File: src/rtl/wb_regfile_pkg.sv
// rtl/wb_regfile_pkg.sv - shared widths and register-index helpers for the write-back stage
package wb_regfile_pkg;

  localparam int DATA_W   = 32;
  localparam int ADDR_W   = 5;
  localparam int NREGS    = 1 << ADDR_W;
  localparam int CNT_W    = 32;
  localparam int ZERO_REG = 0;

  // Index 0 is hardwired to zero: writes are dropped and reads return 0
  function automatic logic is_zero_reg(input logic [ADDR_W-1:0] a);
    return a == ZERO_REG[ADDR_W-1:0];
  endfunction

endpackage

File: src/rtl/wb_regfile_sel.sv
// rtl/wb_regfile_sel.sv - write-back source mux, also usable by EX forwarding
module wb_regfile_sel
  import wb_regfile_pkg::*;
(
  input  logic              i_mem_to_reg,
  input  logic [DATA_W-1:0] i_mem_data,
  input  logic [DATA_W-1:0] i_alu_data,
  output logic [DATA_W-1:0] o_wb_data
);

  assign o_wb_data = i_mem_to_reg ? i_mem_data : i_alu_data;

endmodule

File: src/rtl/wb_regfile.sv
// rtl/wb_regfile.sv - write-back stage with architectural register file and commit counter
module wb_regfile
  import wb_regfile_pkg::*;
(
  input  logic              clk,
  input  logic              rst,
  input  logic              w_write_reg,
  input  logic              w_mem_to_reg,
  input  logic [DATA_W-1:0] data_from_mem,
  input  logic [DATA_W-1:0] alu_result,
  input  logic [DATA_W-1:0] reg_des,
  input  logic [ADDR_W-1:0] rs_addr,
  input  logic [ADDR_W-1:0] rt_addr,
  output logic [DATA_W-1:0] rs_data,
  output logic [DATA_W-1:0] rt_data,
  output logic [DATA_W-1:0] wb_data,
  output logic [CNT_W-1:0]  wb_count
);

  logic [DATA_W-1:0] r_regs [NREGS];
  logic [CNT_W-1:0]  r_wb_count;

  logic [ADDR_W-1:0] w_wa;
  logic              w_we;
  logic              w_byp;
  logic [DATA_W-1:0] w_wb_data;
  logic              w_unused_des;

  // Only the low index bits of the destination are architectural
  assign w_wa         = reg_des[ADDR_W-1:0];
  assign w_unused_des = ^reg_des[DATA_W-1:ADDR_W];
  assign w_we         = w_write_reg && !is_zero_reg(w_wa);
  // Bypass is suppressed in reset so reads return 0 while the array is held clear
  assign w_byp        = rst && w_we;

  wb_regfile_sel u_sel (
    .i_mem_to_reg (w_mem_to_reg),
    .i_mem_data   (data_from_mem),
    .i_alu_data   (alu_result),
    .o_wb_data    (w_wb_data)
  );

  assign wb_data  = w_wb_data;
  assign wb_count = r_wb_count;

  // Commit the selected write-back value into the register array
  always_ff @(posedge clk or negedge rst) begin
    if (!rst) begin
      for (int i = 0; i < NREGS; i++) begin
        r_regs[i] <= '0;
      end
    end else if (w_we) begin
      r_regs[w_wa] <= w_wb_data;
    end
  end

  // Count committed writes; wraps silently at 2**32
  always_ff @(posedge clk or negedge rst) begin
    if (!rst) begin
      r_wb_count <= '0;
    end else if (w_we) begin
      r_wb_count <= r_wb_count + 1'b1;
    end
  end

  // Read port A: zero register, then same-cycle bypass, then array
  always_comb begin
    rs_data = '0;
    if (is_zero_reg(rs_addr)) begin
      rs_data = '0;
    end else if (w_byp && (rs_addr == w_wa)) begin
      rs_data = w_wb_data;
    end else begin
      rs_data = r_regs[rs_addr];
    end
  end

  // Read port B: same priority as port A
  always_comb begin
    rt_data = '0;
    if (is_zero_reg(rt_addr)) begin
      rt_data = '0;
    end else if (w_byp && (rt_addr == w_wa)) begin
      rt_data = w_wb_data;
    end else begin
      rt_data = r_regs[rt_addr];
    end
  end

endmodule

File: config.mk
export PLATFORM = sky130hd
export DESIGN_NAME = wb_regfile
export DESIGN_NICKNAME = d
export VERILOG_FILES = /design/src/rtl/wb_regfile_pkg.sv /design/src/rtl/wb_regfile_sel.sv /design/src/rtl/wb_regfile.sv
export SDC_FILE = /design/constraint.sdc
export NUM_CORES = 2
export LEC_CHECK = 0
export ABC_AREA = 0
export ABC_CLOCK_PERIOD_IN_PS = 3100
export CORE_ASPECT_RATIO = 0.9
export CORE_MARGIN = 5
export CORE_UTILIZATION = 60
export DETAILED_ROUTE_END_ITERATION = 6
export GPL_ROUTABILITY_DRIVEN = 1
export GPL_TIMING_DRIVEN = 0
export PLACE_DENSITY = 0.79
export SETUP_SLACK_MARGIN = 0.2
export SLEW_MARGIN = 10
export SYNTH_ARGS = -nofsm -noshare
export SYNTH_HDL_FRONTEND = slang
export SYNTH_HIERARCHICAL = 1
export SYNTH_SLANG_ARGS = --single-unit
File: constraint.sdc
create_clock -name clk -period 3.1 [get_ports clk]
set_input_delay 0.62 -clock clk [delete_from_list [all_inputs] [get_ports clk]]
set_output_delay 0.62 -clock clk [all_outputs]
set_load 0.02 [all_outputs]
# == Word level (Yosys, flattened, before mapping) ==
# Index checks and enable logic that the tools add are counted.
# classes
add_sub_neg,1
mul,0
div,0
n_lt_le_gt_ge,4
n_eq_ne,2
shift,0
mux,14
bitwise,3
n_reduce_logical,9
# ops
operator,n
1024-bit bitwise mux,1
32-bit binary-select mux with 5-bit select,2
32-bit two-way mux,10
32-bit demux with 5-bit select,1
32-bit by 1-bit adder with 32-bit output (second input constant),1
6-bit greater-or-equal comparator (second input constant),3
5-bit NOT with 6-bit output,3
5-bit zero test,3
5-bit equality test,2
6-bit by 1-bit < comparator with 1-bit output (second input constant),1
1-bit logical AND,5
1-bit zero test,1
# word_totals
reg_bits,1056
latch_bits,0
ram_bits,0
rom_bits,0
inputBits,110
out_inout_bits,128
elab_cells,66
n_memories,0

# == Logic depth before layout (Yosys ltp) ==
# depth
depth_word,7
mapped_depth,9
ltp_nobuf,6

# == Modules after synthesis ==
# The synthesis kept the hierarchy.
# modules_own_cells
module,n_inst,cells_each,area_each_um2,seq_area_each_um2
wb_regfile,1,4165,57156.1,26425.3
wb_regfile_sel,1,36,544.3,0.0

# == Worst setup path before layout ==
# Ideal clock, no wire load.
# synth_timing
path_kind,input-to-output
from,in rt_addr[0]
to,out rt_data[30]
arrival_time_ns,2.135
required_ns,2.480
path_slack_ns,0.345
stages,7
n_path_buf,3
path_cell_list,buf_2 buf_6 buf_6 mux4_2 a22o_1 nor4_1 o22ai_1
# synth_via
elab_chain_len,6
word_cells_on_any_way,9
# synth_lines
element,line_no,text
"start, declared",wb_regfile.sv:13,"input logic [ADDR_W-1:0] rt_addr,"
5-bit NOT with 6-bit output (implied by the code),wb_regfile.sv:86,rt_data = r_regs[rt_addr];
32-bit binary-select mux with 5-bit select,wb_regfile.sv:86,
32-bit two-way mux (implied by the code) (2 in series),wb_regfile.sv:86,
32-bit two-way mux,wb_regfile.sv:83,end else if (w_byp && (rt_addr == w_wa)) begin
32-bit two-way mux (*),wb_regfile.sv:81,if (is_zero_reg(rt_addr)) begin
"end, declared",wb_regfile.sv:15,"output logic [DATA_W-1:0] rt_data,"
# Mark *: on every way between the ends. The rest lies on a longest branch, timed or not. The select of a mux whose other input is x is not followed.

# == Worst setup path in the final report ==
# layout_timing
from,in rs_addr[3]
to,out rs_data[7]
# layout_via
elab_chain_len,6
word_cells_on_any_way,9
# layout_lines
element,line_no,text
"start, declared",wb_regfile.sv:12,"input logic [ADDR_W-1:0] rs_addr,"
5-bit NOT with 6-bit output (implied by the code),wb_regfile.sv:74,rs_data = r_regs[rs_addr];
32-bit binary-select mux with 5-bit select,wb_regfile.sv:74,
32-bit two-way mux (implied by the code) (2 in series),wb_regfile.sv:74,
32-bit two-way mux,wb_regfile.sv:71,end else if (w_byp && (rs_addr == w_wa)) begin
32-bit two-way mux (*),wb_regfile.sv:69,if (is_zero_reg(rs_addr)) begin
"end, declared",wb_regfile.sv:14,"output logic [DATA_W-1:0] rs_data,"
# Marked as above.

==> results.sh <==
export IMPL_status="finished, violations left"
export IMPL_violations="DRC, setup timing"
export IMPL_crit_start="rs_addr[3]"
export IMPL_drv_slew=0
export IMPL_dp_cells=5659
export IMPL_drt_iter0_drc=6440
export IMPL_core_um2=95100
export IMPL_worst_path_buf_inv=3
export IMPL_critical_path_max_stage_delay_ns=0.46
export IMPL_leakage_nw=31.6
export IMPL_synthArstFlopShare=1.00
export IMPL_hp_class="in -> async"
export IMPL_ir_drop_uv=482
export IMPL_arrival_ns=2.58
export IMPL_grt_usage=0.414
export IMPL_die_area_um2=102000
export IMPL_setup_viol=20
export IMPL_path_class="in -> out"
export IMPL_firstDrtPassIters=7
export IMPL_hold_violations=0
export IMPL_cts_tree="done"
export IMPL_r2r_end="wb_count[20]"
export IMPL_routabilityCongestion=1.00
export IMPL_syn_avg_cell_area_um2=13.7
export IMPL_busiest_layer="met2"
export IMPL_cp_max_fo=10
export IMPL_rsz0062_at_grt="yes"
export IMPL_syn_nets=4312
export IMPL_yosysMostFrequentCell="dfrtp_1"
export IMPL_timing_slew_headroom=0.309
export IMPL_via_per_inst=7.41
export IMPL_path_cells="clkbuf_1 -> nor2_2 -> buf_2 -> nand3_1 -> nand3_1 -> o221a_1 -> buf_6"
export IMPL_fin_util=0.738
export IMPL_synth_seq_cells=1056
export IMPL_endpoint_kind="output port"
export IMPL_rr_startpoint="wb_count[0]"
export IMPL_drv_cap=0
export IMPL_grt_use_met3=0.174
export IMPL_syn_inst=4201
export IMPL_clockRootBuffer="clkbuf_16"
export IMPL_rows=107
export IMPL_critPathSlowestCell="nor2_2"
export IMPL_setup_slack_ns=-0.0983
export IMPL_io_pin_count=238
export IMPL_reg2reg_depth=7
export IMPL_ant_nets=0
export IMPL_max_freq_mhz=313
export IMPL_multi_input_area_um2=30300
export IMPL_post_route_period_util=1.03
export IMPL_initial_utilization=0.607
export IMPL_grt_use_met2=0.571
export IMPL_fin_crit_ns=3.20
export IMPL_fin_cells=5967
export IMPL_cpLargestDelayFamily="simple AND/OR/NAND/NOR gates"
export IMPL_grt_met1_usage=0.530
export IMPL_ys_flop_type="dfrtp_1"
export IMPL_synth_top_area_share=0.458
export IMPL_regArea_um2=26400
export IMPL_final_fill_count=5864
export IMPL_worstSetupPathDepth=7
export IMPL_grt_pass1_vias=44663
export IMPL_grt_ovfl_total=0
export IMPL_yosysSeqAreaShare=0.458
export IMPL_cts_buffers=109
export IMPL_grt_pass1_wl_um=309000
export IMPL_worst_pin_slew_ns=1.04
export IMPL_setup_tns_ns=-0.713
export IMPL_worstSetupStartpointType="input pin"
export IMPL_die_w_um=337
export IMPL_pwr_density_cell_nw_per_um2=624
export IMPL_grt_max_degree=163
export IMPL_fin_worst_skew_ns=0.0248
export IMPL_port_buffers=198
export IMPL_wl_per_cell_um=36.3
export IMPL_cts_max_level=3
export IMPL_routed_wl_um=217000
export IMPL_syn_to_final_growth_pct=21.6
export IMPL_yosys_warnings=6
export IMPL_antenna_found_initial=7
export IMPL_synth_edf_count=0
export IMPL_crit_end="rs_data[7]"
export IMPL_ys_types=52
export IMPL_clock_sinks=1056
export IMPL_ys_top_cells_by_area="dfrtp_1 (46%), mux2_2 (19%), mux2i_1 (11%), mux4_2 (10%), a22oi_1 (3.3%)"
export IMPL_vias=44225
export IMPL_drive_gt1_frac=0.458
export IMPL_cpMostUsedCell="nand3_1"
export IMPL_final_nets=4735
export IMPL_clk_insertion_delay_late_ns=0.71
export IMPL_clockBufferDepth=3
export IMPL_dpl_hpwl_um=138000
export IMPL_syn_cell_area_um2=57700
export IMPL_critPathRequiredTime_ns=2.48
export IMPL_reg2reg_setup_slack_ns=1.14
export IMPL_drcViolationCount=2
export IMPL_cts_clk_slew_worst_paths_ns=0.07
export IMPL_chipHeight_um=304
export IMPL_ys_top_cells_by_count="dfrtp_1 (1056), mux2_2 (976), mux2i_1 (631), mux4_2 (256), a22oi_1 (251)"
export IMPL_yosysTopAreaCell="dfrtp_1"
==> where the power goes <==
part           total, mW  switching (mW)  internal [mW]  leakage, nW
Combinational       11.2            5.15           6.00         16.2
Clock               13.8            5.89           7.92         1.82
Sequential          18.8            2.23           16.6         13.6
Total               43.7            13.3           30.5         31.6
==> worst min path at each step <==
| stage | end | slack [ns] | cells after the start |
|---|---|---|---|
| 6_report | r_regs[474] | 0.01 | 2 |
| 5_1_grt | r_regs[410] | 0.03 | 2 |
| 4_1_cts | r_regs[600] | -0.06 | 1 |
| 3_5_place_dp | r_regs[1019] | 0.47 | 1 |
| 3_3_place_gp | wb_count[31] | 0.46 | 1 |
| 2_1_floorplan | r_regs[0] | 0.32 | 0 |
==> repair_timing <==
item / CTS / global route
hold endpoints to repair: 125 / 125
endpoints found under the setup margin: 220 / 217
pin swaps: 115 / 40
cloned: 20 / 4
gates resized for setup: 1156 / 116
buffers inserted: 69 / 12
==> stage by stage <==
step	hold slack (ns)	power, mW	instance area [um^2]	worst slack [ns]
floorplan	0.324	25.1	57700	0.345
CTS	-0.0644	42.8	69400	-0.0358
global route	0.0282	45.0	70100	-0.0921
detailed placement	0.470	28.4	61500	-1.76
global placement	0.456	27.9	61300	-51.23
finish	0.00956	43.7	70200	-0.0983
==> sequential cells by signal (all words and copies together), names as in the netlist <==
name,cells
wb_count,32
r_regs,1024
==> logic make-up (layout without fill, tap and decap cells) <==
logic type	after synthesis	count (layout)	share of synthesized area
adder cells (fa/ha/maj)	1	1	0.000217
other	0	4	0
multiplexers	1916	1916	0.412
XOR/XNOR	41	41	0.00622
flip-flops	1056	1056	0.458
AO/OA/AOI/OAI	391	391	0.0537
AND/OR/NAND/NOR	329	329	0.0296
buffers and inverters	467	976	0.0401
==> final cells by class <==
cell class	instances	area share
Multi-Input combinational cell	2678	0.431
Sequential cell	1056	0.377
Buffer	464	0.0613
Timing Repair Buffer	312	0.0556
Clock buffer	155	0.0458
Tap cell	1253	0.0223
Clock inverter	42	0.00653
Inverter	3	0.000214
Antenna cell	4	0.000143
==> routing by layer <==
| layer | up-vias | part of all wire |
|---|---|---|
| met4 | 10 | 0.088 |
| met3 | 1161 | 0.14 |
| met1 | 22661 | 0.36 |
| li1 | 16910 | - |
| met2 | 3483 | 0.42 |
| met5 | - | 0.00037 |
==> cells in the final DEF, fill, tap and decap left out, types with 20 or more instances in the layout <==
| master | count |
|---|---|
| mux2i_1 | 578 |
| clkdlybuf4s50_1 | 128 |
| clkbuf_16 | 125 |
| dfrtp_1 | 1056 |
| clkbuf_1 | 146 |
| buf_16 | 39 |
| clkinv_2 | 25 |
| buf_2 | 83 |
| buf_6 | 142 |
| mux2_2 | 974 |
| nand3_2 | 42 |
| nand3_1 | 153 |
| a22oi_1 | 220 |
| o22ai_1 | 46 |
| nand2_1 | 35 |
| nor2_1 | 20 |
| xnor2_1 | 20 |
| o221a_1 | 38 |
| mux2i_2 | 20 |
| mux2_1 | 23 |
| buf_12 | 66 |
| clkbuf_8 | 49 |
| a22oi_2 | 31 |
| mux2i_4 | 33 |
| buf_4 | 95 |
| buf_8 | 27 |
| mux4_2 | 256 |
| mux2_4 | 32 |
(Power assumes the default switching activity.)
